`config.mk`:
```
export PLATFORM = sky130hd
export DESIGN_NAME = boa_stage_if_pf_flat
export DESIGN_NICKNAME = d
export VERILOG_FILES = /design/src/rtl/boa_stage_if_pf_if.sv /design/src/rtl/boa_stage_if_pf.sv /design/src/flat_wrapper.sv
export SDC_FILE = /design/constraint.sdc
export NUM_CORES = 1
export LEC_CHECK = 0
export CORE_UTILIZATION = 45
export CTS_CLUSTER_DIAMETER = 30
export DETAILED_ROUTE_END_ITERATION = 10
export GPL_ROUTABILITY_DRIVEN = 0
export GPL_TIMING_DRIVEN = 0
export MAX_ROUTING_LAYER = met4
export PLACE_DENSITY = 0.71
export SLEW_MARGIN = 10
export SYNTH_ARGS = -nofsm -noshare
export SYNTH_HDL_FRONTEND = slang
export SYNTH_SLANG_ARGS = --single-unit
```
`constraint.sdc`:
```
create_clock -name clk -period 2.4 [get_ports clk]
set_input_delay 0.36 -clock clk [delete_from_list [all_inputs] [get_ports clk]]
set_output_delay 0.36 -clock clk [all_outputs]
set_load 0.02 [all_outputs]
```
`src/rtl/boa_stage_if_pf_if.sv`:
```
// IF-stage bundle: program bus, ID-facing prefetch queue head, redirect/stall controls.
// Pure wiring, no latency; q_valid/q_ready and pbus_re/pbus_ready carry the backpressure.
// master = the IF stage, slave = the program memory / ID / forwarding side.
interface boa_stage_if_pf_if;
    logic        pbus_re;
    logic [30:0] pbus_addr;
    logic [31:0] pbus_rdata;
    logic        pbus_ready;
    logic        q_valid;
    logic        q_ready;
    logic [30:0] q_pc;
    logic [31:0] q_insn;
    logic        q_trap;
    logic [3:0]  q_cause;
    logic        id_branch_predict;
    logic [30:0] id_branch_target;
    logic        fw_branch_correct;
    logic [30:0] fw_branch_alt;
    logic        fw_stall_if;

    modport master (
        output pbus_re, pbus_addr, q_valid, q_pc, q_insn, q_trap, q_cause,
        input  pbus_rdata, pbus_ready, q_ready, id_branch_predict, id_branch_target,
               fw_branch_correct, fw_branch_alt, fw_stall_if
    );

    modport slave (
        input  pbus_re, pbus_addr, q_valid, q_pc, q_insn, q_trap, q_cause,
        output pbus_rdata, pbus_ready, q_ready, id_branch_predict, id_branch_target,
               fw_branch_correct, fw_branch_alt, fw_stall_if
    );
endinterface

```
`src/rtl/boa_stage_if_pf.sv`:
```
// IF stage: PC sequencer + DEPTH-entry prefetch queue; optional BOA_IF_PERF_EN adds perf counters.
// Latency: request to queue head is 2 cycles (bus response cycle + registered enqueue).
// Backpressure: no request unless a slot is reserved; q_ready=0 fills the queue and stops fetch.
`ifndef RV_ECAUSE_IALIGN
`define RV_ECAUSE_IALIGN 4'd0
`endif

module boa_stage_if_pf #(
    parameter logic [31:0] ENTRYPOINT = 32'h4000_0000,
    parameter int          DEPTH      = 4
) (
    input  logic                clk,
    input  logic                rst_n,
    boa_stage_if_pf_if.master   bus
`ifdef BOA_IF_PERF_EN
    ,
    output logic [31:0]         perf_fetched,
    output logic [31:0]         perf_discarded
`endif
);
    localparam int AW = $clog2(DEPTH);
    localparam int CW = AW + 1;

    // r_fetch_pc is the next address to request; r_req_pc the address of the request in flight.
    logic [30:0]   r_fetch_pc;
    logic [30:0]   r_req_pc;
    logic          r_inflight;
    logic          r_halt;
    logic [AW-1:0] r_rd_ptr;
    logic [AW-1:0] r_wr_ptr;
    logic [CW-1:0] r_count;
    logic [30:0]   r_q_pc   [DEPTH];
    logic [31:0]   r_q_insn [DEPTH];
    logic          r_q_trap [DEPTH];

    logic          w_redirect;
    logic [30:0]   w_target;
    logic          w_rsp_ok;
    logic          w_retry;
    logic [30:0]   w_pc_base;
    logic [CW-1:0] w_free;
    logic          w_issue;
    logic          w_trap;
    logic          w_q_valid;
    logic          w_pop;
    logic          w_push;

    assign w_redirect = bus.fw_branch_correct | bus.id_branch_predict;
    assign w_target   = bus.fw_branch_correct ? bus.fw_branch_alt : bus.id_branch_target;
    assign w_rsp_ok   = r_inflight & bus.pbus_ready & ~w_redirect;
    assign w_retry    = r_inflight & ~bus.pbus_ready;
    // A dropped response rolls the sequencer back so the same address goes out again.
    assign w_pc_base  = w_retry ? r_req_pc : r_fetch_pc;
    assign w_free     = CW'(DEPTH) - r_count;
    assign w_issue    = rst_n & ~bus.fw_stall_if & ~r_halt & ~w_redirect & ~w_pc_base[0]
                      & (w_free > {{(CW-1){1'b0}}, r_inflight});
    assign w_trap     = rst_n & ~r_halt & ~w_redirect & w_pc_base[0] & ~r_inflight
                      & (w_free != '0);
    assign w_q_valid  = (r_count != '0) & ~bus.fw_branch_correct;
    assign w_pop      = w_q_valid & bus.q_ready;
    assign w_push     = w_rsp_ok | w_trap;

    assign bus.pbus_re   = w_issue;
    assign bus.pbus_addr = w_pc_base;
    assign bus.q_valid   = w_q_valid;
    assign bus.q_pc      = r_q_pc[r_rd_ptr];
    assign bus.q_insn    = r_q_insn[r_rd_ptr];
    assign bus.q_trap    = r_q_trap[r_rd_ptr];
    assign bus.q_cause   = `RV_ECAUSE_IALIGN;

    always_ff @(posedge clk or negedge rst_n) begin
        if (!rst_n) begin
            r_fetch_pc <= ENTRYPOINT[31:1];
            r_req_pc   <= ENTRYPOINT[31:1];
            r_inflight <= 1'b0;
            r_halt     <= 1'b0;
            r_rd_ptr   <= '0;
            r_wr_ptr   <= '0;
            r_count    <= '0;
        end else if (w_redirect) begin
            // A head popped alongside a predict is already consumed; everything else is dropped.
            r_fetch_pc <= w_target;
            r_inflight <= 1'b0;
            r_halt     <= 1'b0;
            r_rd_ptr   <= '0;
            r_wr_ptr   <= '0;
            r_count    <= '0;
        end else begin
            r_inflight <= w_issue;
            if (w_issue) begin
                r_req_pc   <= w_pc_base;
                r_fetch_pc <= w_pc_base + 31'd2;
            end else begin
                r_fetch_pc <= w_pc_base;
            end
            if (w_trap)
                r_halt <= 1'b1;
            if (w_push)
                r_wr_ptr <= r_wr_ptr + 1'b1;
            if (w_pop)
                r_rd_ptr <= r_rd_ptr + 1'b1;
            if (w_push && !w_pop)
                r_count <= r_count + 1'b1;
            else if (!w_push && w_pop)
                r_count <= r_count - 1'b1;
        end
    end

    always_ff @(posedge clk or negedge rst_n) begin
        if (!rst_n) begin
            for (int i = 0; i < DEPTH; i++) begin
                r_q_pc[i]   <= '0;
                r_q_insn[i] <= '0;
                r_q_trap[i] <= 1'b0;
            end
        end else if (w_push && !w_redirect) begin
            r_q_pc[r_wr_ptr]   <= w_trap ? w_pc_base : r_req_pc;
            r_q_insn[r_wr_ptr] <= w_trap ? 32'h0 : bus.pbus_rdata;
            r_q_trap[r_wr_ptr] <= w_trap;
        end
    end

`ifdef BOA_IF_PERF_EN
    logic [31:0] r_perf_fetched;
    logic [31:0] r_perf_discarded;
    logic [32:0] w_fetch_sum;
    logic [32:0] w_disc_sum;
    logic [CW-1:0] w_flushed;
    logic          w_stale_drop;

    assign w_flushed    = w_redirect ? (r_count - {{(CW-1){1'b0}}, w_pop}) : '0;
    assign w_stale_drop = w_redirect & r_inflight & bus.pbus_ready;
    assign w_fetch_sum  = {1'b0, r_perf_fetched} + {32'h0, w_rsp_ok};
    assign w_disc_sum   = {1'b0, r_perf_discarded} + 33'(w_flushed) + {32'h0, w_stale_drop};

    always_ff @(posedge clk or negedge rst_n) begin
        if (!rst_n) begin
            r_perf_fetched   <= '0;
            r_perf_discarded <= '0;
        end else begin
            r_perf_fetched   <= w_fetch_sum[32] ? 32'hFFFF_FFFF : w_fetch_sum[31:0];
            r_perf_discarded <= w_disc_sum[32]  ? 32'hFFFF_FFFF : w_disc_sum[31:0];
        end
    end

    assign perf_fetched   = r_perf_fetched;
    assign perf_discarded = r_perf_discarded;
`endif
endmodule

```
`src/flat_wrapper.sv`:
```
// flat-port wrapper written by rule: the top's interface ports become plain ports
module boa_stage_if_pf_flat 
#(
    parameter logic [31:0] ENTRYPOINT = 32'h4000_0000,
    parameter int          DEPTH      = 4
)
  (clk, rst_n, bus_pbus_re, bus_pbus_addr, bus_q_valid, bus_q_pc, bus_q_insn, bus_q_trap, bus_q_cause, bus_pbus_rdata, bus_pbus_ready, bus_q_ready, bus_id_branch_predict, bus_id_branch_target, bus_fw_branch_correct, bus_fw_branch_alt, bus_fw_stall_if);
  boa_stage_if_pf_if bus_i ();
  input  logic clk;
  input  logic rst_n;
  output wire logic [$bits(bus_i.pbus_re)-1:0] bus_pbus_re;
  output wire logic [$bits(bus_i.pbus_addr)-1:0] bus_pbus_addr;
  output wire logic [$bits(bus_i.q_valid)-1:0] bus_q_valid;
  output wire logic [$bits(bus_i.q_pc)-1:0] bus_q_pc;
  output wire logic [$bits(bus_i.q_insn)-1:0] bus_q_insn;
  output wire logic [$bits(bus_i.q_trap)-1:0] bus_q_trap;
  output wire logic [$bits(bus_i.q_cause)-1:0] bus_q_cause;
  input wire logic [$bits(bus_i.pbus_rdata)-1:0] bus_pbus_rdata;
  input wire logic [$bits(bus_i.pbus_ready)-1:0] bus_pbus_ready;
  input wire logic [$bits(bus_i.q_ready)-1:0] bus_q_ready;
  input wire logic [$bits(bus_i.id_branch_predict)-1:0] bus_id_branch_predict;
  input wire logic [$bits(bus_i.id_branch_target)-1:0] bus_id_branch_target;
  input wire logic [$bits(bus_i.fw_branch_correct)-1:0] bus_fw_branch_correct;
  input wire logic [$bits(bus_i.fw_branch_alt)-1:0] bus_fw_branch_alt;
  input wire logic [$bits(bus_i.fw_stall_if)-1:0] bus_fw_stall_if;
  assign bus_pbus_re = bus_i.pbus_re;
  assign bus_pbus_addr = bus_i.pbus_addr;
  assign bus_q_valid = bus_i.q_valid;
  assign bus_q_pc = bus_i.q_pc;
  assign bus_q_insn = bus_i.q_insn;
  assign bus_q_trap = bus_i.q_trap;
  assign bus_q_cause = bus_i.q_cause;
  assign bus_i.pbus_rdata = bus_pbus_rdata;
  assign bus_i.pbus_ready = bus_pbus_ready;
  assign bus_i.q_ready = bus_q_ready;
  assign bus_i.id_branch_predict = bus_id_branch_predict;
  assign bus_i.id_branch_target = bus_id_branch_target;
  assign bus_i.fw_branch_correct = bus_fw_branch_correct;
  assign bus_i.fw_branch_alt = bus_fw_branch_alt;
  assign bus_i.fw_stall_if = bus_fw_stall_if;
  boa_stage_if_pf #(.ENTRYPOINT(ENTRYPOINT), .DEPTH(DEPTH)) u_core (.clk(clk), .rst_n(rst_n), .bus(bus_i));
endmodule
```
# After elaboration in Yosys (flattened, before gate mapping)
# Index checks and enable logic that the tools add are counted.
word_totals:
  regBits: 327
  in_bits: 101
  out_inout_bits: 101
  word_cells: 103
classes:
  n_addsub: 6
  n_lt_le_gt_ge: 4
  mux: 34
  bitwise_logic: 26
  n_reduce_logical: 14
ops:
  columns: ["operator", "count"]
  rows:
  - ["$mux 31", 8]
  - ["$bwmux 128", 1]
  - ["$mux 32", 4]
  - ["$bwmux 124", 1]
  - ["$bmux 32 s2", 1]
  - ["$demux 32 s2", 1]
  - ["$bmux 31 s2", 1]
  - ["$demux 31 s2", 1]
  - ["$add 31x2->31 const B", 1]
  - ["$and 1x1->1", 15]
  - ["$mux 3", 3]
  - ["$reduce_bool 3->1", 3]
  - ["$mux 2", 4]
  - ["$not 1->1", 7]
  - ["$ge 3x3->1 const B", 2]
  - ["$mux 1", 6]
  - ["$not 2->3", 2]
  - ["$reduce_bool 2->1", 3]
  - ["$add 2x1->2 const B", 2]
  - ["$bwmux 4", 1]
  - ["$logic_and 1x1->1", 4]
  - ["$add 3x1->3 const B", 1]
  - ["$gt 3x1->1", 1]
  - ["$logic_not 1->1", 3]
  - ["7 further kinds", 8]

# Longest topological paths before layout
# Gate-level depths: netlist (run 1).
depth:
  ltp_word: 12
  mapped_depth: 12
  ltp_nobuf: 11

# Worst setup path after synthesis (run 1)
# Ideal clock, no wire load.
synth_path:
  kind: "register -> register"
  start: "reg u_core.r_inflight"
  end: "reg u_core.r_fetch_pc[29]"
  setup_ns: 0.091
  t_arrival_ns: 2.555
  path_slack_ns: -0.246
  path_stages_with_launch: 13
  period_less_slack_ns: 2.646
  cell_sequence: "dfrtp_1 -> nand2b_1 -> buf_6 -> buf_4 -> buf_4 -> buf_6 -> mux2i_1 -> inv_1 -> ha_1 -> nand4_4 -> nor3_2 -> and4_1 -> o31ai_1"
synth_between:
  elab_cells_between_ends: 9
synth_rtl:
  columns: ["item", "line_no", "text"]
  rows:
  - ["start, declared", "boa_stage_if_pf.sv:27", "logic r_inflight;"]
  - ["start signal, assigned", "boa_stage_if_pf.sv:89", "r_inflight <= w_issue;"]
  - ["$and 1x1->1", "boa_stage_if_pf.sv:51", "assign w_retry = r_inflight & ~bus.pbus_ready;"]
  - ["$mux 31", "boa_stage_if_pf.sv:53", "assign w_pc_base = w_retry ? r_req_pc : r_fetch_pc;"]
  - ["net bus_pbus_addr[1]", "flat_wrapper.sv:12", "output wire logic [$bits(bus_i.pbus_addr)-1:0] bus_pbus_addr;"]
  - ["$add 31x2->31", "boa_stage_if_pf.sv:92", "r_fetch_pc <= w_pc_base + 31'd2;"]
  - ["$mux 31", "boa_stage_if_pf.sv:90", "if (w_issue) begin"]
  - ["$mux 31", "boa_stage_if_pf.sv:80", "end else if (w_redirect) begin"]
  - ["end signal, assigned", "boa_stage_if_pf.sv:82", "r_fetch_pc <= w_target;"]
  - ["end signal, assigned", "boa_stage_if_pf.sv:92", null]
  - ["end signal, assigned", "boa_stage_if_pf.sv:94", "r_fetch_pc <= w_pc_base;"]
  - ["end, declared", "boa_stage_if_pf.sv:25", "logic [30:0] r_fetch_pc;"]
# The timed path passes the listed nets, and every way through them passes these cells.
# A chain may end at the register's enable or synchronous reset.

# Worst setup path in the final report (run 1)
layout_path:
  start: "reg u_core.r_inflight"
  end: "reg u_core.r_fetch_pc[27]"
layout_between:
  elab_chain_cells: 7
  elab_cells_between_ends: 9
layout_rtl:
  columns: ["item", "line_no"]
  rows:
  - ["branches (longest 5 deep; another with $add 31x2->31)", null]
  - ["$mux 31 *", "boa_stage_if_pf.sv:90"]
  - ["$mux 31 *", "boa_stage_if_pf.sv:80"]
# Every way passes the cells marked *.

==> results of run 1 <==
-- flip-flops by register name, summed over array words and instances, names as in the netlist --
signal and flops:
u_core.r_wr_ptr 2, u_core.r_inflight 1, u_core.r_halt 1, u_core.r_fetch_pc 31, u_core.r_count 3, u_core.r_req_pc 31, u_core.r_q_insn 128, u_core.r_rd_ptr 2
u_core.r_q_trap 4, u_core.r_q_pc 124
-- cells in the mapped netlist, drive strengths merged, types with 13 or more instances --
library cell	number
o21ai	304
nor3	17
mux2i	50
inv	37
nor2	46
dfrtp	325
xnor2	16
mux4	64
mux2	13
clkbuf	75
a21oi	42
buf	34
and3	18
nand2	386
-- final timing paths --
path / endpoint / depth (start not counted) / startpoint / slack [ns]
max: u_core.r_fetch_pc[27]$_DFF_PN0_ / 10 / u_core.r_inflight$_DFF_PN0_ / -0.21
min: u_core.r_q_insn[125]$_DFFE_PN0P_ / 3 / rst_n / -0.05
max reg2reg: u_core.r_fetch_pc[27]$_DFF_PN0_ / 10 / u_core.r_inflight$_DFF_PN0_ / -0.21
min reg2reg: u_core.r_q_pc[52]$_DFFE_PN0P_ / 2 / u_core.r_q_pc[52]$_DFFE_PN0P_ / 0.47
max in group asynchronous: u_core.r_inflight$_DFF_PN0_ / 4 / rst_n / 1.52
min in group clk: u_core.r_fetch_pc[2]$_DFF_PN0_ / 2 / bus_fw_branch_alt[2] / 0.38
-- kinds of logic (layout without fill, tap and decap cells) --
logic type	count (synthesis)	in the layout	share of synthesized area (%)
compound gates	386	386	13.3
xor+xnor	19	19	1.07
fa+ha+maj	11	11	0.933
buf+inv	147	636	4.00
flops	327	327	52.6
mux	127	127	13.9
other cells	1	5	0.0241
simple gates	510	510	14.2
-- worst max-delay path, stage by stage (launching register included) --
cell and delay [ns]:
dfrtp_2 0.44, nand2b_4 0.16, buf_8 0.14, buf_12 0.12
buf_12 0.14, mux2i_1 0.35, nand4_1 0.17, buf_4 0.21
nor4_4 0.31, a21oi_1 0.14, o31ai_2 0.30
-- timing repair --
| action | 4_1_cts | 5_1_grt |
|---|---|---|
| gates cloned | 5 | 6 |
| resized for setup | 671 | 235 |
| hold buffers | 8 | 0 |
| buffers inserted | 77 | 60 |
| pin swaps | 25 | 31 |
| endpoints found under the hold margin | 109 | 0 |
| endpoints found under the setup margin | 420 | 341 |
-- layout make-up --
class / count / share of cell area, %
sequential: 327 / 34.9
tap: 448 / 2.39
buffer: 107 / 3.88
multi-input combinational: 1057 / 32.5
antenna: 1 / 0.0107
inverter: 38 / 0.630
timing repair buffer: 352 / 14.4
clock buffer: 93 / 8.77
clock inverter: 46 / 2.54
-- power by group through the flow --
| stage | registers, mW | logic, mW | clock network (mW) |
|---|---|---|---|
| finish | 6.88 | 3.92 | 10.7 |
| detailed placement | 6.73 | 3.52 | 0 |
| global route | 6.93 | 4.17 | 11.0 |
| floorplan | 6.57 | 1.97 | 0 |
| CTS | 6.77 | 3.61 | 10.7 |
| global placement | 6.70 | 3.44 | 0 |
-- placed cells by master (no fill, tap or decap), drive strengths merged, types with 10 or more instances in the layout --
cell,synthesis,final
nand2,386,386
dfrtp,325,325
o21ai,304,304
buf,34,288
clkbuf,75,159
clkdlybuf4s50,0,97
mux4,64,64
mux2i,50,50
nor2,46,46
inv,37,42
a21oi,42,42
clkinv,1,25
and3,18,18
nor3,17,17
xnor2,16,16
mux2,13,13
bufinv,0,12
ha,10,10
-- metrics by stage --
stage	power (mW)	utilization, %
detailed placement	10.3	54.0
global placement	10.1	53.9
global route	22.1	69.4
finish	21.5	69.4
floorplan	8.54	-
CTS	21.1	66.7
-- layer usage --
layer / share of wire [%] / routed length [um] / vias up / GRT usage [%]
li1: - / - / 6195 / -
met1: 36 / 20600 / 7324 / 38.0
met2: 49 / 28200 / 1027 / 50.5
met3: 9.4 / 5350 / 271 / 6.34
met4: 5.3 / 3040 / 0 / 13.5
met5: 0 / 0 / - / -
==> reports/summary.txt, run 1 <==
Status -> complete, but fails checks
Violated checks -> negative hold slack, negative setup slack
I/O Buffers -> 196
DRC viols -> 0
Core Box Area -> 33,800 um2
Synth Flop Type -> dfrtp_1
Final period util -> 109%
Power Internal -> 15.3 mW
RSZ-0062 raised after global routing -> true
Clock sink count -> 327
Max VDD drop -> 0.571 mV
GRT Total Usage -> 31.2%
Psw -> 6.24 mW
Pleak -> 10.7 nW
Worst Skew -> 0.0165 ns
Reg area -> 8190 um2
Ys async rst share -> 100%
Max-Cap Viols -> 0
Post-DP HPWL -> 32,000 um
Clock Pin Slew Worst Setup and Hold Paths -> 0.05 ns
Clock buffer depth -> 3
Post-synthesis register bit count -> 327
P per Cell Area -> 918 nW/um2
First-pass GRT wire length -> 83,000 um
Synth unique cells -> 69
Final slew viol count -> 0
Post-synth top area share -> 52.3%
# rows -> 67
1st-pass router iterations -> 6
WL final -> 57,200 um
Drt wl/cell -> 23.2 um
Mean Syn Cell Area -> 10.2 um2
Vias in the first global route -> 15,000
Die ar. -> 35,300 um2
DP Worst Slack -> -1.53 ns
Clock power share -> 49.8%
Rel. slew slack -> 42.8%
Placed instance area -> 18,300 um2
Final setup fails -> 53
CP Launch Type -> flop
Crit path max fanout -> 5
CTS tree -> done
Routed vias/inst -> 6.00
Die Y -> 188 um
IO Pins -> 202
Vias -> 14,800
Synthesized area -> 15,600 um2
WP data required -> 2.85 ns
WS Path Type -> reg -> reg
Post-synth top area cell -> dfrtp_1
Horiz. Die Dim -> 188 um
Initial antenna violation count -> 1
Worst-Skew Late Latency -> 0.57 ns
Setup ws final -> -0.214 ns
Starting DRT DRC Count -> 1,412
Flop pwr share -> 32.0%
Number of synthesized flops with an enable pin -> 0
Cells after DPL -> 2,177
Worst EP arrival -> 3.06 ns
Worst Hold Class -> in -> async
Crit end category -> flop
Comb pwr share -> 18.2%
Accumulated negative setup slack -> -3.53 ns
Min Hold Slack -> -0.0455 ns
Hold Fails Final Rpt -> 8
Cells after Synth -> 1,528
Cell area after layout -> 23,500 um2
Filler cells -> 2,221
Min Clock Period, post-route -> 2.61 ns
Clock root buffer -> clkbuf_16
Grt total ovfl -> 0
Yosys Warn Count -> 0
Switch share -> 29.0%
Largest net degree at the start of global routing -> 113
Area delta synth->final -> 50.7%
Clock buffer count from CTS -> 75
Layout cell share with drive strength beyond 1 -> 35.0%
Worst-margin pin slew -> 0.858 ns
Largest cells by area after synthesis -> dfrtp_1 52%, nand2_1 9.3%, mux4_2 9.3%
Htree depth -> 3
Multi-input gate area -> 7620 um2
Total Nets Final -> 2,070
Sequential cell area fraction in the yosys report -> 52.6%
DRT antenna net count -> 0
Non-filler cells, final -> 2,469
Initial Util -> 46.1%
Fmax -> 383 MHz
(Power assumes the default switching activity.)
==> inputs of run 2 (changes only) <==
- RECOVER_POWER: unset -> 50
- SLEW_MARGIN: 10 -> 5
==> reports/summary.txt, run 2 (synthesis results as in run 1) <==
Final period util -> 108% (-0.87 points)
Htree depth -> 3 (unchanged)
Reg2Reg Launch Point -> u_core.r_inflight$_DFF_PN0_
Worst-margin pin slew -> 1.59 ns (+0.733 ns)
Most used cell, CP -> buf_12
DP Worst Slack -> -1.53 ns (unchanged)
Accumulated negative setup slack -> -2.98 ns (+0.551 ns)
CP top delay family -> simple AND/OR/NAND/NOR gates
Vias in the first global route -> 15,000 (unchanged)
RSZ-0062 raised after global routing -> true
Pleak -> 10.6 nW (-0.91%)
Total Nets Final -> 2,070 (unchanged)
Initial antenna violation count -> 2 (+1)
Status -> complete, but fails checks
Max-Cap Viols -> 1 (+1)
R2R Path End -> u_core.r_fetch_pc[27]$_DFF_PN0_
DRC viols -> 0 (unchanged)
Crit path cell chain -> nand2b_4 > buf_8 > buf_12 > buf_12 > mux2i_1 > nand4_1 > buf_4 > nor4_4 > a21oi_1 > o31ai_2
Die ar. -> 35,300 um2 (unchanged)
DRT antenna net count -> 0 (unchanged)
Initial Util -> 46.1% (unchanged)
Hold Fails Final Rpt -> 0 (-8)
Layout cell share with drive strength beyond 1 -> 34.9% (-0.20 points)
I/O Buffers -> 196 (unchanged)
Clock buffer depth -> 3 (unchanged)
Post-DP HPWL -> 32,000 um (unchanged)
Horiz. Die Dim -> 188 um (unchanged)
Grt total ovfl -> 0 (unchanged)
Min Hold Slack -> 0.387 ns (+0.433 ns)
Max incr delay on CP -> 0.44 ns (about the same)
Setup crit start -> u_core.r_inflight$_DFF_PN0_
Register with the most flip-flops -> u_core.r_q_insn
Worst-Skew Late Latency -> 0.57 ns (about the same)
First-pass GRT wire length -> 83,000 um (unchanged)
WP data required -> 2.84 ns (about the same)
Final slew viol count -> 113 (+113)
Drt wl/cell -> 23.2 um (+0.25%)
Max reg flops -> 128 (unchanged)
P per Cell Area -> 924 nW/um2 (+0.66%)
Commonest non-fill, non-tap cell in the layout -> nand2_1
Top flop regs -> u_core.r_q_insn x128, u_core.r_q_pc x124
Largest net degree at the start of global routing -> 113 (unchanged)
Core Util, Final -> 68.8% (-0.59 points)
Min Clock Period, post-route -> 2.59 ns (-0.0208 ns)
Fmax -> 386 MHz (+0.80%)
Die Y -> 188 um (unchanged)
Final setup fails -> 51 (-3.8%)
Tot Pwr -> 21.5 mW (-0.20%)
Clock buffer count from CTS -> 75 (unchanged)
CP max-delay cell -> dfrtp_2
CP Launch Type -> flop
Setup ws final -> -0.193 ns (+0.0208 ns)
Worst Skew -> 0.0164 ns (-0.0000716 ns)
Violated checks -> max-capacitance violations, max-slew violations, negative setup slack
Filler cells -> 2,247 (+1.2%)
Routed vias/inst -> 6.02 (+0.27%)
Core Box Area -> 33,800 um2 (unchanged)
1st-pass router iterations -> 5 (-1)
Crit path max fanout -> 5 (unchanged)
Max VDD drop -> 0.572 mV (about the same)
GRT Total Usage -> 31.2% (unchanged)
Clock root buffer -> clkbuf_16
Critical path destination -> u_core.r_fetch_pc[27]$_DFF_PN0_
Crit path depth -> 10 (unchanged)
# rows -> 67 (unchanged)
Rel. slew slack -> -6.12% (-49 points)
Commonest non-fill, non-tap cells in the layout -> 378 x nand2_1, 323 x dfrtp_1, 255 x o21ai_0, 127 x buf_4, 97 x clkdlybuf4s50_1
Worst EP arrival -> 3.04 ns (-0.02 ns)
Worst R2R Path Depth -> 10 (unchanged)
Area delta synth->final -> 49.4%
Worst Hold Class -> in -> reg
WP buf/inv -> 4 (unchanged)
Starting DRT DRC Count -> 1,429 (+1.2%)
Vias -> 14,900 (+0.31%)
Clock sink count -> 327 (unchanged)
Crit end category -> flop
WS Path Type -> reg -> reg
IO Pins -> 202 (unchanged)
FF-to-FF setup slack -> -0.19 ns (+0.02 ns)
CTS tree -> done
WL final -> 57,400 um (+0.29%)
Clock Pin Slew Worst Setup and Hold Paths -> 0.04 ns (about the same)
run 2: cell types whose count changed in the layout (fill, tap and decap cells not counted):
| cell | before | now |
|---|---|---|
| buf_2 | 66 | 67 |
| buf_16 | 9 | 2 |
| clkbuf_1 | 20 | 22 |
| clkbuf_2 | 28 | 31 |
| bufbuf_16 | 2 | 0 |
| diode_2 | 1 | 2 |
| clkbuf_4 | 20 | 21 |
| clkdlybuf4s25_1 | 0 | 2 |
run 2: cell type report:
type,instances,area (um2),area share [%]
clock inverter,46,596,2.56
sequential,327,8190,35.2
buffer,107,910,3.91
antenna,2,5.00,0.0215
tap,448,561,2.41
multi-input combinational,1057,7620,32.8
inverter,38,148,0.635
clock buffer,93,2060,8.85
timing repair buffer,352,3170,13.6
run 2: layer usage:
layer	vias up	part of all wire, %	track usage (%)
li1	6197	-	-
met1	7349	36	38.0
met2	1033	49	50.5
met3	284	9.0	6.34
met4	0	5.7	13.5
met5	-	0	-
run 2: how the worst min path moves through the flow:
stage / cells after the start / slack (ns) / startpoint / endpoint
after floorplan: 0 / 0.06 / rst_n / u_core.r_count[0]$_DFFE_PN0P_
after global placement: 2 / 0.46 / u_core.r_q_pc[39]$_DFFE_PN0P_ / u_core.r_q_pc[39]$_DFFE_PN0P_
after detailed placement: 2 / 0.46 / u_core.r_q_pc[11]$_DFFE_PN0P_ / u_core.r_q_pc[11]$_DFFE_PN0P_
after CTS: 3 / 0.03 / rst_n / u_core.r_q_trap[2]$_DFFE_PN0P_
after global routing: 2 / 0.38 / bus_fw_branch_alt[2] / u_core.r_fetch_pc[2]$_DFF_PN0_
final: 2 / 0.39 / bus_fw_branch_alt[2] / u_core.r_fetch_pc[2]$_DFF_PN0_
run 2: repair_timing:
action / in CTS / in global routing
endpoints found under the hold margin: 109 / 0
buffers inserted: 77 / 60
setup endpoints to repair: 420 / 341
hold buffers: 8 / 0
resized for setup: 671 / 235
gates cloned: 5 / 6
pin swaps: 25 / 31
run 2: power by group:
part / internal [mW] / total [mW] / leakage (nW) / switching, mW
registers: 6.19 / 6.89 / 4.38 / 0.702
logic: 1.69 / 3.88 / 4.88 / 2.19
clock network: 7.38 / 10.7 / 1.30 / 3.34
run 2: stage by stage:
stage               instance area, um2  cells
global route                     23300   2470
CTS                              22500   2406
finish                           23300   2470
floorplan                        15700   1531
detailed placement               18300   2177
global placement                 18200   2175
run 2: worst register-to-register path, stage by stage (launching register included):
cell	delay (ns)
dfrtp_2	0.44
nand2b_4	0.16
buf_8	0.14
buf_12	0.12
buf_12	0.13
mux2i_1	0.35
nand4_1	0.17
buf_4	0.21
nor4_4	0.31
a21oi_1	0.14
o31ai_2	0.31
